<file path="src/rtl/wb_port_arbiter.sv">
// Write-back port arbiter: round-robin grant over four sources, one mux-settle cycle, then a single write pulse.
// Build option WB_LOAD_PRIORITY_EN: the load source (1) always wins in IDLE and its wins leave the pointer alone.
module wb_port_arbiter #(
    parameter int ADDR_W = 5,
    parameter int NSRC   = 4
) (
    input  logic                   clk,
    input  logic                   rst_n,
    input  logic [NSRC-1:0]        req,
    input  logic [NSRC*ADDR_W-1:0] rd_in,
    output logic [NSRC-1:0]        ack,
    output logic [1:0]             sel,
    output logic                   reg_we,
    output logic [ADDR_W-1:0]      reg_rd,
    output logic                   busy
);

    localparam logic [1:0] S_IDLE  = 2'd0;
    localparam logic [1:0] S_SETUP = 2'd1;
    localparam logic [1:0] S_WRITE = 2'd2;

    logic [1:0]        state_reg, state_next;
    logic [1:0]        ptr_reg,   ptr_next;
    logic [1:0]        sel_reg,   sel_next;
    logic [ADDR_W-1:0] rd_reg,    rd_next;
    logic              we_reg,    we_next;
    logic [NSRC-1:0]   ack_reg,   ack_next;
    logic              busy_reg,  busy_next;
`ifdef WB_LOAD_PRIORITY_EN
    logic              prio_reg,  prio_next;
    logic              load_win;
`endif

    logic [ADDR_W-1:0] rd_slice [NSRC];
    logic [1:0]        rr_idx   [NSRC];
    logic [1:0]        win;
    logic              rr_found;
    logic              req_any;

    // Per-source rd field and the round-robin search order starting at the pointer.
    genvar gi;
    generate
        for (gi = 0; gi < NSRC; gi++) begin : g_src
            assign rd_slice[gi] = rd_in[gi*ADDR_W +: ADDR_W];
            assign rr_idx[gi]   = ptr_reg + 2'(gi);
        end
    endgenerate

    assign req_any = |req;

    always_comb begin
        win      = ptr_reg;
        rr_found = 1'b0;
        for (int k = 0; k < NSRC; k++) begin
            if (!rr_found && req[rr_idx[k]]) begin
                win      = rr_idx[k];
                rr_found = 1'b1;
            end
        end
`ifdef WB_LOAD_PRIORITY_EN
        load_win = req[1];
        if (load_win) begin
            win = 2'd1;
        end
`endif
    end

    always_comb begin
        state_next = state_reg;
        ptr_next   = ptr_reg;
        sel_next   = sel_reg;
        rd_next    = rd_reg;
        we_next    = 1'b0;
        ack_next   = '0;
        busy_next  = busy_reg;
`ifdef WB_LOAD_PRIORITY_EN
        prio_next  = prio_reg;
`endif
        case (state_reg)
            S_IDLE: begin
                busy_next = 1'b0;
                if (req_any) begin
                    state_next = S_SETUP;
                    sel_next   = win;
                    rd_next    = rd_slice[win];
                    busy_next  = 1'b1;
`ifdef WB_LOAD_PRIORITY_EN
                    prio_next  = load_win;
`endif
                end
            end
            S_SETUP: begin
                // A source that dropped its request during settle is abandoned silently.
                if (!req[sel_reg]) begin
                    state_next = S_IDLE;
                    busy_next  = 1'b0;
                end else begin
                    state_next        = S_WRITE;
                    we_next           = (rd_reg != '0);
                    ack_next[sel_reg] = 1'b1;
                end
            end
            S_WRITE: begin
                state_next = S_IDLE;
                busy_next  = 1'b0;
`ifdef WB_LOAD_PRIORITY_EN
                if (!prio_reg) begin
                    ptr_next = sel_reg + 2'd1;
                end
`else
                ptr_next = sel_reg + 2'd1;
`endif
            end
            default: begin
                state_next = S_IDLE;
                busy_next  = 1'b0;
            end
        endcase
    end

    always_ff @(posedge clk or negedge rst_n) begin
        if (!rst_n) begin
            state_reg <= S_IDLE;
            ptr_reg   <= 2'd0;
            sel_reg   <= 2'd0;
            rd_reg    <= '0;
            we_reg    <= 1'b0;
            ack_reg   <= '0;
            busy_reg  <= 1'b0;
`ifdef WB_LOAD_PRIORITY_EN
            prio_reg  <= 1'b0;
`endif
        end else begin
            state_reg <= state_next;
            ptr_reg   <= ptr_next;
            sel_reg   <= sel_next;
            rd_reg    <= rd_next;
            we_reg    <= we_next;
            ack_reg   <= ack_next;
            busy_reg  <= busy_next;
`ifdef WB_LOAD_PRIORITY_EN
            prio_reg  <= prio_next;
`endif
        end
    end

    assign ack    = ack_reg;
    assign sel    = sel_reg;
    assign reg_we = we_reg;
    assign reg_rd = rd_reg;
    assign busy   = busy_reg;

endmodule
</file>
<file path="config.mk">
export PLATFORM = sky130hd
export DESIGN_NAME = wb_port_arbiter
export DESIGN_NICKNAME = d
export VERILOG_FILES = /design/src/rtl/wb_port_arbiter.sv
export SDC_FILE = /design/constraint.sdc
export NUM_CORES = 1
export LEC_CHECK = 0
export BUFFER_PORTS_ARGS = -buffer_cell sky130_fd_sc_hd__buf_2
export CAP_MARGIN = 5
export CORE_MARGIN = 4
export CORE_UTILIZATION = 47
export CTS_CLUSTER_DIAMETER = 80
export DETAILED_ROUTE_END_ITERATION = 8
export PLACE_DENSITY = 0.77
export SLEW_MARGIN = 20
export SYNTH_ARGS = -nofsm -noshare
export SYNTH_HDL_FRONTEND = slang
export SYNTH_SLANG_ARGS = --single-unit
</file>
<file path="constraint.sdc">
create_clock -name clk -period 2.35 [get_ports clk]
set_input_delay 0.1175 -clock clk [delete_from_list [all_inputs] [get_ports clk]]
set_output_delay 0.1175 -clock clk [all_outputs]
set_load 0.1 [all_outputs]
</file>
After elaboration in Yosys (flattened, before gate mapping)
Index checks and enable logic that the tools add are counted.

word-level totals
  bits in registers = 17
  bits of input ports = 26
  output and inout port bits = 13
  logic and storage cells = 65

cells by class
  add/sub/neg operators = 4
  order comparisons = 7
  equal/unequal tests = 4
  multiplexer cells = 31
  bitwise logic cells = 1
  reductions and logical operators = 11

operator list
  cell                                                         number
  less-than comparator 2 x 3 -> 1 bit (second input constant)  5
  2-to-1 mux 1 bit                                             13
  binary-select mux 1 bit (select 2 bit)                       5
  binary-select mux 5 bit (select 2 bit)                       1
  2-to-1 mux 2 bit                                             5
  2-to-1 mux 5 bit                                             2
  2-to-1 mux 4 bit                                             2
  nonzero test 5 bit                                           1
  adder 2 x 1 -> 2 bit (second input constant)                 2
  adder 2 bit (second input constant)                          2
  logical AND 1 bit                                            4
  inequality test 2 bit (second input constant)                2
  one-hot mux 2 bit (2 select lines)                           1
  OR reduction 4 bit                                           1
  >= comparator 3 bit (second input constant)                  1
  zero test 1 bit                                              3
  NOT 2 -> 3 bit                                               1
  demux 1 bit (select 2 bit)                                   1
  == test 2 x 1 -> 1 bit (second input constant)               1
  == test 2 bit (second input constant)                        1
  >= comparator 2 x 1 -> 1 bit (second input constant)         1
  zero test 2 bit                                              1
  one-hot mux 1 bit (2 select lines)                           1
  AND reduction 2 bit                                          1

Logic depth before layout (Yosys ltp)
Gate-level depths: netlist (run 1).

  word-level depth = 16
  depth in mapped cells = 6
  depth with buffers taken out = 6

Worst setup path after synthesis (run 1)
No wires, ideal clock.

  path kind = register to register
  start point = register sel_reg[0] (netlist: sel[0])
  end point = register ack_reg[0] (netlist: ack[0])
  library setup time = 67 ps
  arrival time = 1987 ps
  data required time = 2283 ps
  setup slack = 295 ps
  stages on the path, launching flop included = 5
  buffers on the path = 0
  period minus slack after synthesis = 2055 ps
  path through = dfrtp_1 > and2_1 > a211oi_1 > a2111oi_2 > and2_1

on the way
  word-level cells in the longest chain between the ends = 6
  elaborated cells on any way between the ends = 9
  classes of those cells = 2 x order compare; 6 x mux; 1 x reduce/logical

RTL lines
  element                                                                                                    line  text
  start: declaration                                                                                         24    logic [1:0] sel_reg, sel_next;
  start signal: assignment                                                                                   136   sel_reg <= sel_next;
  less-than comparator 2 x 3 -> 1 bit (not written as such) or >= comparator 2 x 1 -> 1 bit (tied branches)  100   ack_next[sel_reg] = 1'b1;
  logical AND 1 bit (not written as such)                                                                    100
  2-to-1 mux 1 bit (not written as such)                                                                     100
  demux 1 bit (select 2 bit)                                                                                 100
  2-to-1 mux 4 bit (*)                                                                                       94    if (!req[sel_reg]) begin
  2-to-1 mux 4 bit (*)                                                                                       79    case (state_reg)
  net ack_next[0]                                                                                            27    logic [NSRC-1:0] ack_reg, ack_next;
  end signal: assignment                                                                                     139   ack_reg <= ack_next;
  end: declaration                                                                                           27

The timed path passes the listed nets; every way through them passes the cells marked *. The select of a mux whose other input is x is not followed.
A chain may end at the register's enable or synchronous reset.

Worst setup path in the final report (run 1)
  start point = register ptr_reg[1]
  end point = register rd_reg[1] (netlist: reg_rd[1])

on the way
  word-level cells in the longest chain between the ends = 16
  elaborated cells on any way between the ends = 27
  classes of those cells = 3 x add/sub; 17 x mux; 1 x bitwise; 6 x reduce/logical

RTL lines
  element                                                        line  text
  start: declaration                                             23    logic [1:0] ptr_reg, ptr_next;
  start signal: assignment                                       135   ptr_reg <= ptr_next;
  branches (longest 11 deep; another with adder 2 x 1 -> 2 bit)  n/a
  2-to-1 mux 2 bit (*)                                           55    if (!rr_found && req[rr_idx[k]]) begin
  NOT 2 -> 3 bit (not written as such) (*)                       85    rd_next = rd_slice[win];
  binary-select mux 5 bit (select 2 bit) (*)                     85
  2-to-1 mux 5 bit (not written as such) (*) (2 in a row)        85
  end signal: assignment                                         137   rd_reg <= rd_next;
  end: declaration                                               25    logic [ADDR_W-1:0] rd_reg, rd_next;

Mark *: on every way between the ends. The select of a mux whose other input is x is not followed.

==> results of run 1 <==
-- final timing paths --
kind	startpoint	endpoint	cells past startpoint
setup reg to reg	ptr_reg[1]$_DFFE_PN0N_	reg_rd[1]$_DFFE_PN0P_	5
setup / recovery	ptr_reg[1]$_DFFE_PN0N_	reg_rd[1]$_DFFE_PN0P_	5
min in group asynchronous	rst_n	ack[1]$_DFF_PN0_	2
hold / removal	rd_in[10]	reg_rd[0]$_DFFE_PN0P_	3
hold reg to reg	busy$_DFFE_PN0P_	busy$_DFFE_PN0P_	2
max in group asynchronous	rst_n	sel[0]$_DFFE_PN0P_	2
-- logic make-up after synthesis --
group,synth area share
AND/OR/NAND/NOR,0.175
adder cells (fa/ha/maj),0.0500
flip-flops,0.425
AO/OA/AOI/OAI,0.244
buffers and inverters,0.0350
multiplexers,0.0713
-- cell type report --
type / count / area share
Multi-Input combinational cell: 70 / 0.433
Sequential cell: 17 / 0.341
Timing Repair Buffer: 39 / 0.160
Tap cell: 27 / 0.0271
Clock buffer: 4 / 0.0210
Inverter: 6 / 0.0180
-- worst min-delay path, cell delays in order --
cell	delay, ns
buf_2	0.09
mux2i_1	0.12
a311oi_1	0.10
-- synthesized netlist by cell type (all sizes together) --
| master | n | area [um2] |
|---|---|---|
| a2111o | 1 | 12.5 |
| a2111oi | 4 | 60.1 |
| a211o | 2 | 18.8 |
| a211oi | 1 | 7.51 |
| a21oi | 2 | 10.0 |
| a221o | 2 | 20.0 |
| a311oi | 2 | 17.5 |
| a31oi | 2 | 12.5 |
| and2 | 5 | 31.3 |
| and2b | 1 | 7.51 |
| and3 | 1 | 6.26 |
| buf | 2 | 12.5 |
| clkinv | 1 | 3.75 |
| dfrtp | 17 | 425 |
| ha | 4 | 50.1 |
| inv | 5 | 18.8 |
| mux2 | 3 | 41.3 |
| mux2i | 3 | 30.0 |
| nand2 | 6 | 30.0 |
| nand3 | 4 | 20.0 |
| nand4 | 2 | 12.5 |
| nand4b | 1 | 8.76 |
| nor2 | 5 | 18.8 |
| nor2b | 4 | 27.5 |
| nor3 | 1 | 5.00 |
| o211a | 1 | 10.0 |
| o21a | 2 | 15.0 |
| o21ai | 9 | 48.8 |
| o21bai | 1 | 11.3 |
| or4 | 1 | 7.51 |
-- layer usage --
layer,up-vias,wire (um),part of all wire,global-route usage
met3,4,142,0.059,0.0388
met2,32,1120,0.47,0.279
met5,-,0,0,0
li1,442,-,-,-
met4,0,34,0.014,0.0788
met1,423,1100,0.46,0.252
-- metrics by stage --
stage / utilization / cell area (um2) / hold WS (ns) / setup slack [ns] / std cells
floorplan: - / 1000 / -0.178 / 0.295 / 95
global placement: 0.606 / 1210 / 0.0575 / 0.361 / 158
detailed placement: 0.606 / 1210 / 0.0668 / 0.320 / 158
CTS: 0.624 / 1250 / 0.175 / 0.302 / 163
global route: 0.624 / 1250 / 0.179 / 0.236 / 163
finish: 0.624 / 1250 / 0.177 / 0.285 / 163
==> summary.md, run 1 <==
| Metric | Value |
|---|---|
| Status | `completed` |
| Row cnt | `16` |
| Routability cong. | `between 0.8 and 0.9` |
| Top cell family by delay on the critical path | `compound AO/OA/AOI/OAI gates` |
| Largest net degree at the start of global routing | `18` |
| IO buf count | `38` |
| Commonest non-fill, non-tap cell in the layout | `buf_2` |
| #FFs+latches synth | `17` |
| Routed wire length | `roughly 2.4 mm` |
| Maxcap violations | `0` |
| Post-Syn Nets | `125` |
| Syn avg cell area | `roughly 11 um2` |
| Fin nets | `roughly 170` |
| CP Cell Sequence | `nor2b_2 > a2111o_2 > nand2_4 > mux2_4 > a221o_1` |
| FILL cells | `between 150 and 200` |
| Max clock buf depth | `2` |
| CP max stage cell | `a2111o_2` |
| Overflow after GRT | `0` |
| Synthesis-to-layout area growth | `24.8%` |
| Postcts setup bufs | `0` |
| Worst slew pin tran | `a little over 0.6 ns` |
| Layout cells sized above 1 | `0.397` |
| DP Wirelength | `between 1.5 and 2 mm` |
| Die H | `between 50 and 60 um` |
| Post-route DRC | `0` |
| Buf+Inv Stages, Crit Path | `0` |
| Clock Skew | `0.00603 ns` |
| Clk_lat worst skew | `roughly 0.29 ns` |
| First-pass GRT wire length | `between 3 and 4 mm` |
| Initial core utilization | `0.500` |
| Mapped cell area | `about 1000 um2` |
| FF+latch area | `425 um2` |
| Vias/cell | `5.53` |
| Final ANT Viol Nets | `0` |
| Initial drt markers | `9` |
| Die footprint | `approximately 2900 um2` |
| Count of cell types in the netlist | `37` |
| Initial antenna violation count | `0` |
| Clock sink count | `17` |
| Largest register FFs | `5` |
| Ys Warns | `0` |
| DR vias | `approximately 900` |
| Critical Path RT | `between 2 and 3 ns` |
| CP arrival | `2.24 ns` |
| Vias in the first global route | `about 860` |
| Core area | `approximately 2000 um2` |
| Root buffer cell | `clkbuf_4` |
| Synthesized instance count | `between 90 and 100` |
| Final Cycle Share | `0.879` |
| Area of the multi-input gates | `541 um2` |
| CP peak stage delay | `roughly 0.54 ns` |
| CTS tree | `done` |
| Slew Limit Fails | `0` |
| Register area share after synthesis | `0.425` |
| HP Class | `input port to flip-flop` |
| Max Freq | `around 480 MHz` |
| Clk pin slew, worst setup/hold paths | `about 0.1 ns` |
| CP endpoint kind | `flip-flop` |
| FF-to-FF setup slack | `around 0.28 ns` |
| Die width | `around 54 um` |
| Cts repair resizes | `0` |
| WL/cell | `around 15 um` |
| Antenna Diode Count | `0` |
| Final Hold Fails | `0` |
| Tmin final | `about 2.1 ns` |
| Setup tns final | `0 ns` |
| First drt pass iteration count | `4` |
| Total GRT Usage | `0.185` |
| Hold buffer count at cts | `1` |
| Total I/O pin count | `39` |
| Inserted Clock Buffers | `3` |
| Kind of critical path | `flip-flop to flip-flop` |
| Max_slew headroom | `0.595` |
| Final setup fails | `0` |
| Most frequent cells in the layout | `buf_2 (38), dfrtp_1 (17), o21ai_0 (6)` |
| Crit path max fanout | `7` |
| RSZ-0062 raised after global routing | `no` |
| H-tree depth | `1` |
| CP Launch Type | `flip-flop` |
Power of run 1 is not shown: default switching activity piles up to over one toggle a cycle in this logic, so the estimate is an artifact.
==> run 2, diff against run 1 <==
Settings changed: CORE_UTILIZATION 47 to 50, CTS_BUF_LIST set to sky130_fd_sc_hd__clkbuf_16, PLACE_DENSITY 0.77 to 0.82.
Clock period 2.35 ns to 2.5 ns, I/O delays scaled along.
==> run 2 against run 1 <==
Compared with the run above: register-to-register slack improved by 0.13 ns; cell area increased by 4.1%; final cell count decreased by 1.2%; largest cell class unchanged; die area decreased by 5.1%; core utilization increased by 9.8 points; critical endpoint is now reg_rd[2]$_DFFE_PN0P_; worst setup slack improved by 0.13 ns; sequential share of layout area decreased by 1.3 points; maximum frequency decreased by 0.76%; critical path depth unchanged; routed wire length increased by 6.3%; non-clock buffer count unchanged; clock skew decreased by 0.0027 ns; highest routed layer unchanged.
==> summary.md, run 2 (same netlist as run 1, synthesis figures left out) <==
| Metric | Value |
|---|---|
| Inserted Clock Buffers | `3` |
| Row cnt | `15` |
| Synthesis-to-layout area growth | `29.9%` |
| Antenna Diode Count | `0` |
| Vias in the first global route | `~890` |
| Clock Skew | `between 0.003 and 0.004 ns` |
| Buf+Inv Stages, Crit Path | `0` |
| DP Wirelength | `around 1.9 mm` |
| Overflow after GRT | `0` |
| Fin nets | `about 170` |
| H-tree depth | `1` |
| Status | `completed` |
| DR vias | `~950` |
| CP max stage cell | `a2111o_2` |
| Final Hold Fails | `0` |
| Final setup fails | `0` |
| Die width | `around 53 um` |
| Layout cells sized above 1 | `0.404` |
| HP Class | `input port to flip-flop` |
| Worst slew pin tran | `~0.64 ns` |
| Crit path max fanout | `7` |
| CP arrival | `2.21 ns` |
| Top cell family by delay on the critical path | `compound AO/OA/AOI/OAI gates` |
| Total I/O pin count | `39` |
| CP Launch Type | `flip-flop` |
| RSZ-0062 raised after global routing | `no` |
| Largest register FFs | `5` |
| Postcts setup bufs | `0` |
| First drt pass iteration count | `4` |
| Max clock buf depth | `2` |
| Die H | `52.7 um` |
| Total GRT Usage | `0.203` |
| Tmin final | `about 2.1 ns` |
| Root buffer cell | `clkbuf_16` |
| Core area | `approximately 1800 um2` |
| First-pass GRT wire length | `4.02 mm` |
| Largest net degree at the start of global routing | `18` |
| CTS tree | `done` |
| Initial antenna violation count | `0` |
| IO buf count | `38` |
| Most frequent cells in the layout | `buf_2 (38), dfrtp_1 (17), o21ai_0 (6)` |
| Clock sink count | `17` |
| FILL cells | `around 150` |
| CP Cell Sequence | `nor2b_2 > a2111o_2 > nand2_4 > mux2_4 > a221o_1` |
| Commonest non-fill, non-tap cell in the layout | `buf_2` |
| Critical Path RT | `~2.6 ns` |
| Post-route DRC | `0` |
| Initial core utilization | `0.556` |
| Vias/cell | `between 5 and 6` |
| Maxcap violations | `0` |
| Final Cycle Share | `0.832` |
| WL/cell | `around 16 um` |
| Routed wire length | `2.54 mm` |
| Routability cong. | `around 0.85` |
| Slew Limit Fails | `0` |
| CP peak stage delay | `roughly 0.53 ns` |
| Setup tns final | `0 ns` |
| Clk_lat worst skew | `between 0.2 and 0.3 ns` |
| Kind of critical path | `flip-flop to flip-flop` |
| CP endpoint kind | `flip-flop` |
| Die footprint | `2780 um2` |
| Max Freq | `roughly 480 MHz` |
| Initial drt markers | `24` |
| Final ANT Viol Nets | `0` |
| Max_slew headroom | `0.570` |
| Clk pin slew, worst setup/hold paths | `0.05 ns` |
run 2: stage by stage:
step,setup slack (ns),hold WS (ns),area (um2),util,cells
final,0.419,0.251,1300,0.722,161
after floorplan,0.445,-0.171,1000,-,95
after CTS,0.442,0.251,1300,0.722,161
after global routing,0.386,0.259,1300,0.722,161
after detailed placement,0.468,0.0633,1210,0.672,156
after global placement,0.522,0.0598,1210,0.672,156
run 2: final cells by class:
class | count | area (um2) | share of cell area
multi-input cells | 70 | 541 | 0.416
flip-flops and latches | 17 | 425 | 0.327
repair buffers | 39 | 200 | 0.154
clock buffers | 3 | 75.1 | 0.0577
well taps | 25 | 31.3 | 0.0241
inverters | 6 | 22.5 | 0.0173
clock inverters | 1 | 5.00 | 0.00385
run 2: worst paths after layout:
path,slack (ns),to,depth (start not counted),from
hold / removal,0.25,reg_rd[0]$_DFFE_PN0P_,3,rd_in[10]
setup reg to reg,0.42,reg_rd[2]$_DFFE_PN0P_,5,ptr_reg[1]$_DFFE_PN0N_
min in group asynchronous,0.32,sel[0]$_DFFE_PN0P_,2,rst_n
max in group asynchronous,1.92,ptr_reg[0]$_DFFE_PN0N_,2,rst_n
hold reg to reg,0.47,busy$_DFFE_PN0P_,2,busy$_DFFE_PN0P_
setup / recovery,0.42,reg_rd[2]$_DFFE_PN0P_,5,ptr_reg[1]$_DFFE_PN0N_
run 2: worst register-to-register path, delay by kind of cell (launching register included):
kind | cells | cell delay, ns
compound gates | 2 | 0.85
flops | 1 | 0.45
simple gates | 2 | 0.34
mux | 1 | 0.32
run 2: timing repair:
action	in CTS	in global routing
hold buffers	1	0
gates resized for setup	0	0
setup endpoints to repair	0	0
hold endpoints to repair	17	0
run 2: per-layer routing:
layer | vias to the layer above | track usage | part of all wire
met3 | 11 | 0.0199 | 0.062
met4 | 0 | 0.102 | 0.031
met2 | 48 | 0.324 | 0.49
li1 | 442 | - | -
met5 | - | 0 | 0
met1 | 446 | 0.268 | 0.42
Power of run 2 is left out for the same reason.
==> run 3, diff against run 2 <==
Settings changed: ABC_AREA set to 1, CORE_UTILIZATION 50 to 45, PLACE_DENSITY 0.82 to 0.75.
Clock period 2.5 ns to 1.9 ns, I/O delays scaled along.
==> run 3 against run 2 <==
Compared with the run above: register-to-register slack got worse by 0.36 ns; count of clock-buffer cells in the layout is the same; critical path depth grew 9; first-iteration DRC count up 38%; critical endpoint is now reg_rd[3]$_DFFE_PN0P_; clock skew decreased by 0.0020 ns; final cell count grew 70%; die area increased by 28%; non-clock buffer count increased by 17.
==> summary.md, run 3 <==
| Metric | Value |
|---|---|
| Status | `completed` |
| FILL cells | `192` |
| Global routing usage on met1 | `0.218` |
| Routing usage on met3 | `0.0414` |
| Met2 Use GR | `0.276` |
| Largest register FFs | `5` |
| Fin util | `0.702` |
| Tmin final | `between 1.5 and 2 ns` |
| Post-Syn Nets | `~220` |
| Top cell type by total area after synthesis | `dfrtp_1` |
| Maxcap violations | `0` |
| Final Cycle Share | `0.969` |
| Vias/cell | `4.88` |
| Inserted Clock Buffers | `3` |
| Antenna Diode Count | `0` |
| Most frequent cells in the layout | `nand2_1 (74), buf_2 (38), inv_1 (16), nand2_2 (15), nand3_1 (15)` |
| Vias in the first global route | `roughly 1100` |
| Synthesis-to-layout area growth | `46.3%` |
| CP arrival | `around 2.0 ns` |
| Clock Skew | `0.00138 ns` |
| First-pass GRT wire length | `about 4.6 mm` |
| CP endpoint kind | `flip-flop` |
| Setup tns final | `0 ns` |
| Synthesized instance count | `~190` |
| Max clock buf depth | `2` |
| Layout cells sized above 1 | `0.389` |
| Slew Limit Fails | `0` |
| Final Hold Fails | `0` |
| FFs w/ async S/R, synth | `1.00` |
| Critical Path RT | `~2.0 ns` |
| Count of cell types in the netlist | `17` |
| Ys Warns | `0` |
| H-tree depth | `1` |
| Count leader, synth | `nand2_1` |
| Largest net degree at the start of global routing | `18` |
| Total GRT Usage | `0.165` |
| Core area | `approximately 2500 um2` |
| Most crowded layer after global routing | `met2` |
| Area contributors post-synth | `dfrtp_1 (35%), nand2_1 (28%), nand3_1 (8.8%), inv_1 (5.6%), ha_1 (4.2%)` |
| Clk pin slew, worst setup/hold paths | `approximately 0.05 ns` |
| Post-synth top flop | `dfrtp_1` |
| Row cnt | `18` |
| Fin Hold WS | `between 0.15 and 0.2 ns` |
| Initial core utilization | `0.480` |
| Kind of critical path | `flip-flop to flip-flop` |
| Initial antenna violation count | `0` |
| Crit path max fanout | `5` |
| Mapped cell area | `~1200 um2` |
| Register area share after synthesis | `0.355` |
| First drt pass iteration count | `4` |
| Worst slew pin tran | `just under 0.5 ns` |
| Die footprint | `3560 um2` |
| Top post-synthesis cells by count | `nand2_1 (88), nand3_1 (21), inv_1 (18), dfrtp_1 (17), nor2_1 (9)` |
| CP Launch Type | `flip-flop` |
| Die H | `between 50 and 60 um` |
| IO buf count | `38` |
| WL/cell | `approximately 11 um` |
| Clk_lat worst skew | `0.25 ns` |
| DP Wirelength | `between 2 and 2.5 mm` |
| Fin nets | `275` |
| Overflow after GRT | `0` |
| Syn avg cell area | `6.38 um2` |
| Max Freq | `543 MHz` |
| Clock sink count | `17` |
| Final ANT Viol Nets | `0` |
| Total I/O pin count | `39` |
| Commonest non-fill, non-tap cell in the layout | `nand2_1` |
| Synth top area share | `0.355` |
| DR vias | `about 1300` |
| HP Class | `input port to flip-flop` |
| Initial drt markers | `33` |
| Routability cong. | `around 0.84` |
| CTS tree | `done` |
| Root buffer cell | `clkbuf_16` |
| Die width | `59.6 um` |
| Max_slew headroom | `0.679` |
| Routed wire length | `between 3 and 4 mm` |
| Final setup fails | `0` |
| EDFF count, synth | `0` |
| #FFs+latches synth | `17` |
| Post-route DRC | `0` |
-- run 3: cell types whose count changed in the layout (fill, tap and decap cells not counted), sizes merged, moves of 5 or more --
cell   previous run  this run
nor2              5        10
and2              5         0
buf              38        55
nand3             4        21
nand2             6        94
inv               5        19
-- run 3: repair_timing --
item / in CTS / in global routing
endpoints found under the setup margin: 0 / 7
endpoints found under the hold margin: 17 / 0
hold buffers: 1 / 0
buffers inserted: 0 / 10
gates resized for setup: 0 / 45
-- run 3: stage by stage --
| step | std cells | worst slack (ns) | instance area [um2] |
|---|---|---|---|
| finish | 274 | 0.0593 | 1760 |
| global route | 274 | -0.0988 | 1760 |
| CTS | 262 | 0.0713 | 1520 |
| detailed placement | 257 | 0.0811 | 1430 |
| global placement | 257 | 0.0976 | 1430 |
| floorplan | 188 | 0.0671 | 1200 |
-- run 3: cell families (layout without fill, tap and decap cells) --
kind of cell | after synthesis | in the layout | share of synthesized area
AOI/OAI and AO/OA | 11 | 11 | 0.0459
buffers and inverters | 25 | 81 | 0.0980
adders and majority gates | 4 | 4 | 0.0417
and+or+nand+nor | 131 | 131 | 0.460
DFF | 17 | 17 | 0.355
-- run 3: metal layers --
| layer | share of wire | vias to the layer above |
|---|---|---|
| met3 | 0.053 | 4 |
| met5 | 0 | - |
| met4 | 0.010 | 0 |
| met2 | 0.50 | 39 |
| li1 | - | 697 |
| met1 | 0.43 | 597 |
-- run 3: layout make-up --
type / instances / area, um2 / share of cell area
clock buffer: 3 / 75.1 / 0.0428
tap: 30 / 37.5 / 0.0214
inverter: 21 / 86.3 / 0.0492
multi-input combinational: 146 / 779 / 0.444
sequential: 17 / 429 / 0.244
clock inverter: 1 / 5.00 / 0.00285
timing repair buffer: 56 / 343 / 0.195
-- run 3: final timing paths --
path	startpoint	end	slack (ns)	cells past startpoint
min in group asynchronous	rst_n	ack[0]$_DFF_PN0_	0.29	2
max in group asynchronous	rst_n	sel[0]$_DFFE_PN0P_	1.32	2
worst max-delay path	ptr_reg[0]$_DFFE_PN0N_	reg_rd[3]$_DFFE_PN0P_	0.06	14
worst min-delay path	rd_in[3]	reg_rd[3]$_DFFE_PN0P_	0.19	5
worst min register to register	busy$_DFFE_PN0P_	busy$_DFFE_PN0P_	0.47	2
worst max register to register	ptr_reg[0]$_DFFE_PN0N_	reg_rd[3]$_DFFE_PN0P_	0.06	14
-- run 3: worst max-delay path, stage by stage (launching register included) --
cell and delay, ns:
dfrtp_2 0.45, buf_6 0.15, nand2_2 0.07, nand3_2 0.10, nand2_4 0.10, inv_2 0.05
nor2_4 0.15, nand2_4 0.10, nand2_4 0.11, buf_4 0.14, nand3b_1 0.07, nand2_1 0.07
nand2_1 0.05, nand3_1 0.07, nand2_1 0.05
Power of run 3 is left out for the same reason.
